<file path="config.mk">
export PLATFORM = sky130hd
export DESIGN_NAME = imm_gen_pipe_flat
export DESIGN_NICKNAME = d
export VERILOG_FILES = /design/src/rtl/imm_gen_pipe_pkg.sv /design/src/rtl/imm_gen_pipe_if.sv /design/src/rtl/imm_gen_pipe_decode.sv /design/src/rtl/imm_gen_pipe.sv /design/src/flat_wrapper.sv
export SDC_FILE = /design/constraint.sdc
export NUM_CORES = 1
export LEC_CHECK = 0
export ABC_AREA = 1
export BUFFER_PORTS_ARGS = -buffer_cell sky130_fd_sc_hd__buf_2
export CORE_ASPECT_RATIO = 2
export CORE_MARGIN = 1.5
export CORE_UTILIZATION = 48
export CTS_CLUSTER_DIAMETER = 40
export CTS_CLUSTER_SIZE = 28
export DETAILED_ROUTE_END_ITERATION = 12
export PLACE_DENSITY = 0.82
export SLEW_MARGIN = 5
export SYNTH_ARGS = -nofsm -noshare
export SYNTH_HDL_FRONTEND = slang
export SYNTH_SLANG_ARGS = --single-unit
</file>
<file path="constraint.sdc">
create_clock -name clk -period 2.3 [get_ports clk]
set_clock_uncertainty 0.2 [all_clocks]
set_input_delay 0.23 -clock clk [delete_from_list [all_inputs] [get_ports clk]]
set_output_delay 0.23 -clock clk [all_outputs]
set_load 0.02 [all_outputs]
</file>
<file path="src/rtl/imm_gen_pipe_pkg.sv">
// Shared constants for the immediate-generator pipeline: format codes and
// the RV32I/RV64I major opcodes the decoder recognises.
package imm_pkg;

    typedef enum logic [2:0] {
        FMT_R   = 3'd0,
        FMT_I   = 3'd1,
        FMT_S   = 3'd2,
        FMT_B   = 3'd3,
        FMT_U   = 3'd4,
        FMT_J   = 3'd5,
        FMT_ILL = 3'd7
    } fmt_e;

    localparam logic [6:0] OP_LOAD   = 7'b0000011;
    localparam logic [6:0] OP_IMM    = 7'b0010011;
    localparam logic [6:0] OP_JALR   = 7'b1100111;
    localparam logic [6:0] OP_SYSTEM = 7'b1110011;
    localparam logic [6:0] OP_STORE  = 7'b0100011;
    localparam logic [6:0] OP_BRANCH = 7'b1100011;
    localparam logic [6:0] OP_LUI    = 7'b0110111;
    localparam logic [6:0] OP_AUIPC  = 7'b0010111;
    localparam logic [6:0] OP_JAL    = 7'b1101111;
    localparam logic [6:0] OP_REG    = 7'b0110011;
    localparam logic [6:0] OP_IMM32  = 7'b0011011;
    localparam logic [6:0] OP_REG32  = 7'b0111011;

endpackage

</file>
<file path="src/rtl/imm_gen_pipe_if.sv">
// Fetch-side request and ALU-side response of the immediate pipeline.
// slave is the pipeline's view, master is the driver/consumer view.
interface imm_gen_pipe_if #(parameter int XLEN = 32);
    logic            in_valid;
    logic            in_ready;
    logic [31:0]     in_instr;
    logic [XLEN-1:0] in_pc;
    logic            out_valid;
    logic            out_ready;
    logic [XLEN-1:0] out_imm;
    logic [2:0]      out_fmt;
    logic [XLEN-1:0] out_target;
    logic            out_illegal;

    modport slave (
        input  in_valid, in_instr, in_pc, out_ready,
        output in_ready, out_valid, out_imm, out_fmt, out_target, out_illegal
    );

    modport master (
        output in_valid, in_instr, in_pc, out_ready,
        input  in_ready, out_valid, out_imm, out_fmt, out_target, out_illegal
    );
endinterface

</file>
<file path="src/rtl/imm_gen_pipe_decode.sv">
// Combinational format decode and sign-extended immediate extraction.
module imm_decode
    import imm_pkg::*;
#(
    parameter int XLEN = 32
) (
    input  logic [31:0]     i_instr,
    output fmt_e            o_fmt,
    output logic [XLEN-1:0] o_imm,
    output logic            o_illegal
);

    logic [6:0]      w_op;
    logic [XLEN-1:0] w_imm_i, w_imm_s, w_imm_b, w_imm_u, w_imm_j;

    assign w_op = i_instr[6:0];

    // Every layout sign-extends from instr[31]; the signed cast does the fill.
    assign w_imm_i = XLEN'($signed(i_instr[31:20]));
    assign w_imm_s = XLEN'($signed({i_instr[31:25], i_instr[11:7]}));
    assign w_imm_b = XLEN'($signed({i_instr[31], i_instr[7], i_instr[30:25],
                                    i_instr[11:8], 1'b0}));
    assign w_imm_u = XLEN'($signed({i_instr[31:12], 12'b0}));
    assign w_imm_j = XLEN'($signed({i_instr[31], i_instr[19:12], i_instr[20],
                                    i_instr[30:21], 1'b0}));

    // Opcode to format; unknown opcodes (and the 64-bit-only W forms on RV32)
    // fall through to ILL with a zero immediate.
    always_comb begin
        o_fmt     = FMT_ILL;
        o_imm     = '0;
        o_illegal = 1'b1;
        case (w_op)
            OP_LOAD, OP_IMM, OP_JALR, OP_SYSTEM: begin
                o_fmt = FMT_I; o_imm = w_imm_i; o_illegal = 1'b0;
            end
            OP_IMM32: if (XLEN == 64) begin
                o_fmt = FMT_I; o_imm = w_imm_i; o_illegal = 1'b0;
            end
            OP_STORE: begin
                o_fmt = FMT_S; o_imm = w_imm_s; o_illegal = 1'b0;
            end
            OP_BRANCH: begin
                o_fmt = FMT_B; o_imm = w_imm_b; o_illegal = 1'b0;
            end
            OP_LUI, OP_AUIPC: begin
                o_fmt = FMT_U; o_imm = w_imm_u; o_illegal = 1'b0;
            end
            OP_JAL: begin
                o_fmt = FMT_J; o_imm = w_imm_j; o_illegal = 1'b0;
            end
            OP_REG: begin
                o_fmt = FMT_R; o_illegal = 1'b0;
            end
            OP_REG32: if (XLEN == 64) begin
                o_fmt = FMT_R; o_illegal = 1'b0;
            end
            default: ;
        endcase
    end

endmodule

</file>
<file path="src/rtl/imm_gen_pipe.sv">
// Two-stage valid/ready immediate generator: stage 1 holds the decoded
// instruction and its PC, stage 2 holds the result plus the PC-relative target.
module imm_gen_pipe
    import imm_pkg::*;
#(
    parameter int XLEN = 32
) (
    input  logic           clk,
    input  logic           rst,
    imm_gen_pipe_if.slave  bus
);

    fmt_e            w_fmt;
    logic [XLEN-1:0] w_imm;
    logic            w_illegal;
    logic            w_s1_ld, w_s2_ld;

    logic [2:1]      r_vld_pipe;
    fmt_e            r_s1_fmt, r_s2_fmt;
    logic [XLEN-1:0] r_s1_imm, r_s1_pc, r_s2_imm, r_s2_target;
    logic            r_s1_ill, r_s2_ill;

    imm_decode #(.XLEN(XLEN)) u_dec (
        .i_instr   (bus.in_instr),
        .o_fmt     (w_fmt),
        .o_imm     (w_imm),
        .o_illegal (w_illegal)
    );

    // A stage loads when empty or when its entry moves on this cycle; the
    // out_ready -> in_ready combinational path lets a full pipe shift in one go.
    assign w_s2_ld      = !r_vld_pipe[2] || bus.out_ready;
    assign w_s1_ld      = !r_vld_pipe[1] || w_s2_ld;
    assign bus.in_ready = w_s1_ld;

    // Valid bits advance together with the data they qualify.
    always_ff @(posedge clk) begin
        if (rst) begin
            r_vld_pipe <= '0;
        end else begin
            if (w_s1_ld) r_vld_pipe[1] <= bus.in_valid;
            if (w_s2_ld) r_vld_pipe[2] <= r_vld_pipe[1];
        end
    end

    // Stage 1 data: only overwritten by a real entry so bubbles leave it quiet.
    always_ff @(posedge clk) begin
        if (rst) begin
            r_s1_fmt <= FMT_R;
            r_s1_imm <= '0;
            r_s1_pc  <= '0;
            r_s1_ill <= 1'b0;
        end else if (w_s1_ld && bus.in_valid) begin
            r_s1_fmt <= w_fmt;
            r_s1_imm <= w_imm;
            r_s1_pc  <= bus.in_pc;
            r_s1_ill <= w_illegal;
        end
    end

    // Stage 2 data: target adds at full width, carry-out drops (mod 2^XLEN).
    always_ff @(posedge clk) begin
        if (rst) begin
            r_s2_fmt    <= FMT_R;
            r_s2_imm    <= '0;
            r_s2_target <= '0;
            r_s2_ill    <= 1'b0;
        end else if (w_s2_ld && r_vld_pipe[1]) begin
            r_s2_fmt    <= r_s1_fmt;
            r_s2_imm    <= r_s1_imm;
            r_s2_target <= r_s1_pc + r_s1_imm;
            r_s2_ill    <= r_s1_ill;
        end
    end

    assign bus.out_valid   = r_vld_pipe[2];
    assign bus.out_imm     = r_s2_imm;
    assign bus.out_fmt     = r_s2_fmt;
    assign bus.out_target  = r_s2_target;
    assign bus.out_illegal = r_s2_ill;

endmodule

</file>
<file path="src/flat_wrapper.sv">
// flat-port wrapper written by rule: the top's interface ports become plain ports
module imm_gen_pipe_flat import imm_pkg::*;
#(
    parameter int XLEN = 32
)
  (clk, rst, bus_in_valid, bus_in_instr, bus_in_pc, bus_out_ready, bus_in_ready, bus_out_valid, bus_out_imm, bus_out_fmt, bus_out_target, bus_out_illegal);
  imm_gen_pipe_if #(.XLEN(XLEN)) bus_i ();
  input  logic clk;
  input  logic rst;
  input wire logic [$bits(bus_i.in_valid)-1:0] bus_in_valid;
  input wire logic [$bits(bus_i.in_instr)-1:0] bus_in_instr;
  input wire logic [$bits(bus_i.in_pc)-1:0] bus_in_pc;
  input wire logic [$bits(bus_i.out_ready)-1:0] bus_out_ready;
  output wire logic [$bits(bus_i.in_ready)-1:0] bus_in_ready;
  output wire logic [$bits(bus_i.out_valid)-1:0] bus_out_valid;
  output wire logic [$bits(bus_i.out_imm)-1:0] bus_out_imm;
  output wire logic [$bits(bus_i.out_fmt)-1:0] bus_out_fmt;
  output wire logic [$bits(bus_i.out_target)-1:0] bus_out_target;
  output wire logic [$bits(bus_i.out_illegal)-1:0] bus_out_illegal;
  assign bus_i.in_valid = bus_in_valid;
  assign bus_i.in_instr = bus_in_instr;
  assign bus_i.in_pc = bus_in_pc;
  assign bus_i.out_ready = bus_out_ready;
  assign bus_in_ready = bus_i.in_ready;
  assign bus_out_valid = bus_i.out_valid;
  assign bus_out_imm = bus_i.out_imm;
  assign bus_out_fmt = bus_i.out_fmt;
  assign bus_out_target = bus_i.out_target;
  assign bus_out_illegal = bus_i.out_illegal;
  imm_gen_pipe #(.XLEN(XLEN)) u_core (.clk(clk), .rst(rst), .bus(bus_i));
endmodule
</file>
==> impl_metrics.env <==
export IMPL_outcome="finished clean"
export IMPL_maxSlewViolCount=0
export IMPL_die_area_sq_mm=0.01685
export IMPL_fill_cells=1422
export IMPL_post_cts_buffers=0
export IMPL_yosys_area_top_type="dfxtp_1"
export IMPL_htreeDepth=4
export IMPL_rsz0062_at_grt="no"
export IMPL_dpl_worst_slack_ns=0.06951
export IMPL_layout_drive_gt1_share_pct=17.12
export IMPL_io_pins=138
export IMPL_fin_setup_tns_ns=0
export IMPL_grt_usage_pct=28.73
export IMPL_worstSetupPathType="reg -> reg"
export IMPL_vias_per_cell=5.222
export IMPL_power_frac_seq_pct=41.5
export IMPL_hold_class="in -> reg"
export IMPL_dp_hpwl_mm=17.10
export IMPL_grt_pass1_vias=7920
export IMPL_synthCells=1211
export IMPL_clkSlewWorstSetupHoldPaths_ns=0.06
export IMPL_grt_antenna_before_repair=0
export IMPL_slew_headroom_pct=50.17
export IMPL_critPathMaxFanout=4
export IMPL_clock_latency_ns=0.43
export IMPL_final_nets=1471
export IMPL_port_buffers=137
export IMPL_clockBufferDepth=2
export IMPL_dr_pass1_iters=7
export IMPL_ff2ff_path_depth=12
export IMPL_yosysWarnings=0
export IMPL_syn_nets=1311
export IMPL_p_sw_share_pct=28.69
export IMPL_synth_top_cell_area_share_pct=35.90
export IMPL_ir_drop_v=0.0005113
export IMPL_timing_hold_ws_ns=0.01986
export IMPL_maxCapViolCount=0
export IMPL_cp_end_kind="flip-flop"
export IMPL_crit_path_cell_trace="ha_1 -> fa_2 -> nand3_1 -> nand3_1 -> nand3_1 -> nand3_2 -> nand3_1 -> nand2_1 -> nand2_1 -> nand3_1 -> nand2_1 -> inv_1"
export IMPL_holdCritStartpoint="bus_in_instr[15]"
export IMPL_fin_crit_ns=2.165
export IMPL_start_kind="flip-flop"
export IMPL_start_util_pct=49.02
export IMPL_drtIter0Drc=507
export IMPL_rows=65
export IMPL_synthTopCellsByCount="292 x nand2_1, 255 x nor2_1, 163 x inv_1, 138 x dfxtp_1, 102 x o21ai_0"
export IMPL_grt_max_degree=77
export IMPL_gp_congestion=0.9633
export IMPL_syn_area_sq_mm=0.007695
export IMPL_clkSinkCount=138
export IMPL_overflow=0
export IMPL_root_buffer="clkbuf_16"
export IMPL_async_flop_share_pct=0
export IMPL_fin_ws_ns=0.1349
export IMPL_synth_area_leaders="dfxtp_1 36%, nand2_1 14%, nor2_1 12%, inv_1 8.0%, o21ai_0 6.6%"
export IMPL_p_leak_nw=5.112
export IMPL_core_area_sq_mm=0.01570
export IMPL_avgSynthCellArea_sq_um=6.354
export IMPL_antenna_cells=0
export IMPL_crit_slowest_cell="fa_2"
export IMPL_vias=8277
export IMPL_critPathLaunch="u_core.r_s1_pc[0]"
export IMPL_drc=0
export IMPL_worst_pin_slew_ns=0.7474
export IMPL_wl_per_cell_um=14.79
export IMPL_antenna_left=0
export IMPL_cts_buffers=17
export IMPL_hold_viol_final=0
export IMPL_synth_edf_count=0
export IMPL_setup_violations=0
export IMPL_synth_most_common_cell="nand2_1"
export IMPL_synth_seq_cells=138
export IMPL_cts_tree="done"
export IMPL_powerDensity_mw_per_mm2=657.2
export IMPL_switching_power_mw=1.803
export IMPL_combPwrFrac_pct=14.4
export IMPL_synth_distinct_cells=37
export IMPL_hold_depth=5
export IMPL_rr_startpoint="u_core.r_s1_pc[0]"
export IMPL_synth_seq_area_share_pct=35.90
export IMPL_fin_crit_sh_pct=94.13
export IMPL_cell_internal_pwr_mw=4.481
export IMPL_grt_pass1_wl_mm=37.81
export IMPL_ys_flop_type="dfxtp_1"
export IMPL_die_w_um=92.53
export IMPL_drt_wl_total_mm=23.44
export IMPL_cp_common_cell="nand3_1"
export IMPL_synthToLayoutAreaGrowth_pct=24.26
export IMPL_cp_required_ns=2.43
export IMPL_clock_fmax_mhz=461.9
export IMPL_max_stage_delay_ns=0.39
export IMPL_die_h_um=182.1
export IMPL_pwr_share_clk_pct=44.1
export IMPL_crit_arrival_ns=2.30
## what timing repair did
item                                   CTS  global route
hold buffers                            36             0
endpoints found under the hold margin   37             0
resized for setup                        0             7
setup endpoints to repair                0             8
## area by class of cell
| cell class | instances | area [sq um] | area share, % |
|---|---|---|---|
| flip-flops and latches | 138 | 2763 | 28.89 |
| repair buffers | 186 | 1194 | 12.48 |
| inverters | 172 | 645.6 | 6.752 |
| clock buffers | 18 | 429.2 | 4.488 |
| multi-input cells | 856 | 4118 | 43.06 |
| well taps | 201 | 251.5 | 2.630 |
| clock inverters | 14 | 161.4 | 1.688 |
## power groups by stage
stage	combinational [mW]	clock, mW	sequential, mW
6_report	0.903	2.77	2.61
5_1_grt	0.996	2.88	2.62
4_1_cts	0.890	2.79	2.61
3_5_place_dp	0.838	0	2.66
3_3_place_gp	0.825	0	2.66
2_1_floorplan	0.448	0	2.74
## sequential cells by signal (all words and copies together), names as in the netlist
| register | cells |
|---|---|
| u_core.r_s1_imm | 32 |
| u_core.bus.out_illegal | 1 |
| u_core.bus.out_target | 32 |
| u_core.r_vld_pipe | 2 |
| u_core.bus.out_fmt | 3 |
| u_core.r_s1_pc | 32 |
| u_core.bus.out_imm | 32 |
| u_core.r_s1_ill | 1 |
| u_core.r_s1_fmt | 3 |
## layer usage
layer  share of wire [%]  GRT usage, %  vias to the layer above
li1                    -             -                     4072
met4                 8.4         21.72                        0
met3                 5.5         5.042                      111
met5                   0             0                        -
met1                  36         29.77                     3700
met2                  50         50.38                      394
## path summary, 6_finish.rpt
check	to	slack (ns)
worst max-delay path	u_core.bus.out_target[20]	0.13
worst min-delay path	u_core.r_s1_imm[15]	0.02
worst max register to register	u_core.bus.out_target[20]	0.13
worst min register to register	u_core.bus.out_fmt[0]	0.27
## kinds of logic after synthesis
| kind of cell | synth area share, % |
|---|---|
| and+or+nand+nor | 33.14 |
| buffers and inverters | 10.94 |
| AOI/OAI and AO/OA | 13.01 |
| DFF | 35.90 |
| adders and majority gates | 5.301 |
| xor gates and xnor gates | 1.707 |
## through the flow
stage	cells	cell area [sq um]	utilization (%)	total power [mW]
finish	1585	9562	60.92	6.284
global route	1585	9562	60.92	6.494
CTS	1585	9537	60.76	6.285
detailed placement	1517	8586	54.70	3.497
global placement	1517	8586	54.70	3.481
floorplan	1211	7695	-	3.192
## critical path, delay by kind of cell, from the launching register on
family | cells | cell delay [ns]
DFF | 1 | 0.32
buffers and inverters | 1 | 0.03
adders and majority gates | 2 | 0.63
and+or+nand+nor | 9 | 0.88
## layout by cell type (no fill, tap or decap), types with 31 or more instances in the layout
cell type	count
a21oi_1	50
buf_2	137
dfxtp_1	138
dlygate4sd3_1	36
ha_1	31
inv_1	163
nand2_1	289
nand3_1	48
nor2_1	254
o21ai_0	102
No activity file was read; power rests on OpenSTA's default activity.
